--- src/rtl/uart_rx_sv.sv ---
// uart_rx_sv: 8N1 UART receiver. The line is synchronized, the start bit is
// qualified at mid-bit, and each bit is sampled near its centre. A good frame
// produces a one-cycle o_valid. A low stop bit produces a one-cycle
// o_frame_err and then waits for the line to return high.
module uart_rx_sv #(
  parameter int CLK_FREQ  = 25_000_000,
  parameter int BAUD_RATE = 115_200
) (
  input  logic       i_clk,
  input  logic       i_reset,
  input  logic       i_rx,
  output logic [7:0] o_data,
  output logic       o_valid,
  output logic       o_frame_err,
  output logic       o_busy
);

  localparam int CLKS_PER_BIT = CLK_FREQ / BAUD_RATE;
  localparam int HALF_BIT     = CLKS_PER_BIT / 2;
  localparam int CNT_W        = $clog2(CLKS_PER_BIT);

  localparam logic [CNT_W-1:0] HALF_LAST = CNT_W'(HALF_BIT - 1);
  localparam logic [CNT_W-1:0] BIT_LAST  = CNT_W'(CLKS_PER_BIT - 1);

  typedef enum logic [2:0] {
    S_IDLE  = 3'd0,
    S_START = 3'd1,
    S_DATA  = 3'd2,
    S_STOP  = 3'd3,
    S_BREAK = 3'd4
  } state_t;

  state_t           state_q, state_d;
  logic             rx_meta_q, rx_s_q;
  logic [CNT_W-1:0] baud_cnt_q, baud_cnt_d;
  logic [2:0]       bit_idx_q, bit_idx_d;
  logic [7:0]       shift_q, shift_d;
  logic [7:0]       data_q, data_d;
  logic             valid_q, valid_d;
  logic             ferr_q, ferr_d;
  logic             half_hit, full_hit;

  assign half_hit = (baud_cnt_q == HALF_LAST);
  assign full_hit = (baud_cnt_q == BIT_LAST);

  // Two-flop synchronizer for the asynchronous line. It resets to the idle level.
  always_ff @(posedge i_clk) begin
    if (i_reset) begin
      rx_meta_q <= 1'b1;
      rx_s_q    <= 1'b1;
    end else begin
      rx_meta_q <= i_rx;
      rx_s_q    <= rx_meta_q;
    end
  end

  // State register, together with the counters, the shift register and the registered outputs.
  always_ff @(posedge i_clk) begin
    if (i_reset) begin
      state_q    <= S_IDLE;
      baud_cnt_q <= '0;
      bit_idx_q  <= '0;
      shift_q    <= '0;
      data_q     <= '0;
      valid_q    <= 1'b0;
      ferr_q     <= 1'b0;
    end else begin
      state_q    <= state_d;
      baud_cnt_q <= baud_cnt_d;
      bit_idx_q  <= bit_idx_d;
      shift_q    <= shift_d;
      data_q     <= data_d;
      valid_q    <= valid_d;
      ferr_q     <= ferr_d;
    end
  end

  // Next-state logic. Any illegal encoding falls back to idle.
  always_comb begin
    state_d = state_q;
    case (state_q)
      S_IDLE:  if (!rx_s_q) state_d = S_START;
      S_START: if (half_hit) state_d = rx_s_q ? S_IDLE : S_DATA;
      S_DATA:  if (full_hit && (bit_idx_q == 3'd7)) state_d = S_STOP;
      S_STOP:  if (full_hit) state_d = rx_s_q ? S_IDLE : S_BREAK;
      S_BREAK: if (rx_s_q) state_d = S_IDLE;
      default: state_d = S_IDLE;
    endcase
  end

  // Datapath and strobe logic: baud counting, bit sampling, and frame result.
  always_comb begin
    baud_cnt_d = baud_cnt_q;
    bit_idx_d  = bit_idx_q;
    shift_d    = shift_q;
    data_d     = data_q;
    valid_d    = 1'b0;
    ferr_d     = 1'b0;
    case (state_q)
      S_IDLE: begin
        baud_cnt_d = '0;
        bit_idx_d  = '0;
      end
      S_START: begin
        baud_cnt_d = half_hit ? '0 : baud_cnt_q + 1'b1;
      end
      S_DATA: begin
        if (full_hit) begin
          baud_cnt_d = '0;
          shift_d    = {rx_s_q, shift_q[7:1]};
          bit_idx_d  = bit_idx_q + 1'b1;
        end else begin
          baud_cnt_d = baud_cnt_q + 1'b1;
        end
      end
      S_STOP: begin
        if (full_hit) begin
          baud_cnt_d = '0;
          if (rx_s_q) begin
            data_d  = shift_q;
            valid_d = 1'b1;
          end else begin
            ferr_d  = 1'b1;
          end
        end else begin
          baud_cnt_d = baud_cnt_q + 1'b1;
        end
      end
      S_BREAK: begin
        baud_cnt_d = '0;
      end
      default: begin
        baud_cnt_d = '0;
        bit_idx_d  = '0;
      end
    endcase
  end

  assign o_data      = data_q;
  assign o_valid     = valid_q;
  assign o_frame_err = ferr_q;
  assign o_busy      = (state_q != S_IDLE);

`ifndef SYNTHESIS
  // A frame is either good or bad, never both.
  assert property (@(posedge i_clk) !(o_valid && o_frame_err));
`endif

endmodule

--- config.mk ---
export PLATFORM = sky130hd
export DESIGN_NAME = uart_rx_sv
export DESIGN_NICKNAME = d
export VERILOG_FILES = /design/src/rtl/uart_rx_sv.sv
export SDC_FILE = /design/constraint.sdc
export NUM_CORES = 1
export LEC_CHECK = 0
export ABC_CLOCK_PERIOD_IN_PS = 2200
export CAP_MARGIN = 0
export CORE_MARGIN = 4
export CORE_UTILIZATION = 55
export DETAILED_ROUTE_END_ITERATION = 16
export PLACE_DENSITY_LB_ADDON = 0.2
export SYNTH_ARGS = -nofsm -noshare
export SYNTH_HDL_FRONTEND = slang
export SYNTH_SLANG_ARGS = --single-unit
--- constraint.sdc ---
create_clock -name i_clk -period 2.2 [get_ports i_clk]
set_input_delay 0.66 -clock i_clk [delete_from_list [all_inputs] [get_ports i_clk]]
set_output_delay 0.66 -clock i_clk [all_outputs]
set_load 0.05 [all_outputs]
==> flow_metrics.py <==
metrics = {
    "layout": {
        "final_common_cell": "dfxtp_1",
        "fin_area_mm2": 0.00177,
        "insertedDiodeCount": 0,
        "syn2layout_area_growth_pct": 20.5,
        "fin_nets": 173,
        "final_layout_size_suffix_gt1_share_pct": 13.2,
        "layout.cells.most_common_list": "34 x dfxtp_1, 31 x nor2_1, 17 x mux2i_1, 7 x nand2_1, 7 x dlymetal6s2s_1",
    },
    "timing": {
        "rsz0062_at_grt": "no",
        "clock.fmax_ghz": 0.469,
        "setup_ws_ns": 0.0658,
        "layout_min_cycle_time_ns": 2.13,
        "min_period_over_period_pct": 97.0,
        "worst_slew_pin_slew_ns": 0.553,
        "relSlewSlack_pct": 62.9,
        "final-hold-violation-count": 0,
        "drv_slew": 0,
        "fin_skew_ns": 0.00748,
        "finalSetupViolCount": 0,
        "tns_ns": 0,
    },
    "power": {
        "p_sw_uw": 232,
        "p_total_uw": 1250,
        "clockPowerShare_pct": 47.7,
        "cellPowerDensity_mw_per_mm2": 705,
        "max-vdd-ir-drop_uv": 665,
        "intPower_uw": 1020,
        "sequentialPowerShare_pct": 49.8,
        "pwr-share-comb_pct": 2.6,
        "netSwitchingFraction_pct": 18.6,
        "power.leakage_uw": 0.000762,
    },
    "synthesis": {
        "synthFlopType": "dfxtp_1",
        "yosys_warnings": 0,
        "syn_area_mm2": 0.00147,
        "synth.distinct_cells": 32,
        "yosysSeqAreaShare_pct": 46.3,
        "synth_fp_nets": 157,
        "syn_avg_cell_area_um2": 9.81,
        "ys_seq_elements": 34,
        "synth_edf_count": 0,
        "synthCells": 150,
        "async_flop_share_pct": 0,
    },
    "clocking": {
        "path_clk_slew_ns": 0.10,
        "cts_tree": "built",
        "hold_buffers": 0,
        "cts_max_level": 2,
        "worst_skew_pair.late_latency_ns": 0.33,
        "postCtsSetupRepairBufs": 0,
        "cts.sinks": 34,
        "cts_root_buf": "clkbuf_4",
        "clock_path_buffers": 2,
        "cts_made_buffers": 5,
    },
    "worst_setup_path": {
        "worstSetupEndpointType": "primary output",
        "slowest_stage": "clkdlybuf4s50_1",
        "crit_required_ns": 1.54,
        "cp_max_fo": 2,
        "path_cells": "clkdlybuf4s50_1",
        "cp_slowest_stage_delay_ns": 0.80,
        "start_kind": "flip-flop",
        "arrival_ns": 1.47,
        "path_buf_inv": 1,
        "critical_path.top_delay_family": "buffers and inverters",
        "path_class": "reg2out",
    },
    "placement": {
        "dpl_cell_area_mm2": 0.00164,
        "place_congestion": 0.773,
        "port_buffers": 13,
        "pre_cts_slack_ns": 0.299,
        "post-dp-hpwl_um": 2060,
    },
    "run_status": {
        "status": "completed",
    },
    "routing": {
        "routedWlPerCell_um": 14.6,
        "drt_wl_total_um": 2870,
        "first_pass_iters": 4,
        "via_per_inst": 5.60,
        "drc": 0,
        "drtIter0Drc": 44,
        "vias": 1104,
        "ant_nets": 0,
    },
    "global_routing": {
        "grt.total_usage_pct": 19.0,
        "grt_pass1_wl_um": 4880,
        "antenna_found_initial": 0,
        "gr-total-overflow": 0,
        "grt_pass1_vias": 1063,
        "grt_max_degree": 16,
    },
    "die": {
        "core_mm2": 0.00252,
        "rows": 18,
        "die_h_um": 59.7,
        "pin_count": 14,
        "start_util_pct": 58.3,
        "dieArea_mm2": 0.00357,
        "die_width_um": 59.7,
    },
    "run": {
        "drv_cap": 0,
    },
    "hold_path": {
        "hold_path_class": "reg2reg",
    },
}
[sequential cells by signal, summed over array words and instances (netlist names)]
| signal | count |
|---|---|
| rx_s_q | 1 |
| shift_q | 8 |
| bit_idx_q | 3 |
| rx_meta_q | 1 |
| o_valid | 1 |
| o_frame_err | 1 |
| o_data | 8 |
| baud_cnt_q | 8 |
| state_q | 3 |
[worst paths after layout]
check	startpoint	endpoint	slack [ns]	cells after the start
worst max-delay path	o_data[6]	o_data[6]	0.07	1
worst min-delay path	rx_meta_q	rx_s_q	0.42	1
worst max register to register	baud_cnt_q[0]	baud_cnt_q[5]	0.32	5
worst min register to register	rx_meta_q	rx_s_q	0.42	1
[cells in the mapped netlist, drive strengths merged (2+ instances only)]
cell type | instances | area share (%)
a22o | 2 | 1.2
a31oi | 2 | 0.85
buf | 5 | 2.0
clkbuf | 3 | 0.77
dfxtp | 34 | 46
ha | 4 | 3.4
inv | 6 | 1.5
mux2i | 17 | 12
nand2 | 7 | 1.8
nand3 | 5 | 1.7
nand3b | 3 | 2.4
nor2 | 31 | 7.9
nor2b | 2 | 0.85
nor3 | 2 | 0.68
nor4 | 4 | 1.7
o21ai | 4 | 1.4
or2 | 3 | 1.3
xnor2 | 4 | 2.4
xor2 | 2 | 1.2
[power groups by stage]
stage	Combinational, uW	Sequential, uW	Clock [uW]
global route	34.5	623	644
detailed placement	32.0	636	0
floorplan	21.7	633	0
CTS	32.1	622	611
finish	32.2	622	595
global placement	30.7	635	0
[area by class of cell]
type	count	area [um2]
clock inverters	2	60.1
flip-flops and latches	34	681
well taps	30	37.5
fillers	191	749
clock buffers	6	51.3
inverters	6	22.5
multi-input cells	102	733
repair buffers	17	188
[routing by layer]
layer  routed length (um)  GRT usage [%]
met5                    0              0
met4                   75           10.4
met3                  163           7.78
met2                 1390           28.5
met1                 1240           23.0
[kinds of logic after synthesis]
family          after synthesis  share of synthesized area, %
simple gates                 62                          22.6
flops                        34                          46.3
mux                          17                          11.6
buf+inv                      14                          4.34
compound gates               13                          8.25
xor+xnor                      6                          3.57
fa+ha+maj                     4                          3.40
[metrics by stage]
stage / instances / hold WS [ns] / util, %
finish: 197 / 0.423 / 70.3
global route: 197 / 0.445 / 70.3
CTS: 197 / 0.427 / 69.6
detailed placement: 189 / 0.400 / 65.2
global placement: 189 / 0.393 / 65.2
floorplan: 150 / 0.389 / -
[timing repair]
action	in CTS	in global routing
hold endpoints to repair	0	0
endpoints found under the setup margin	0	7
gates resized for setup	0	7
Power figures use the tool's default switching activity.
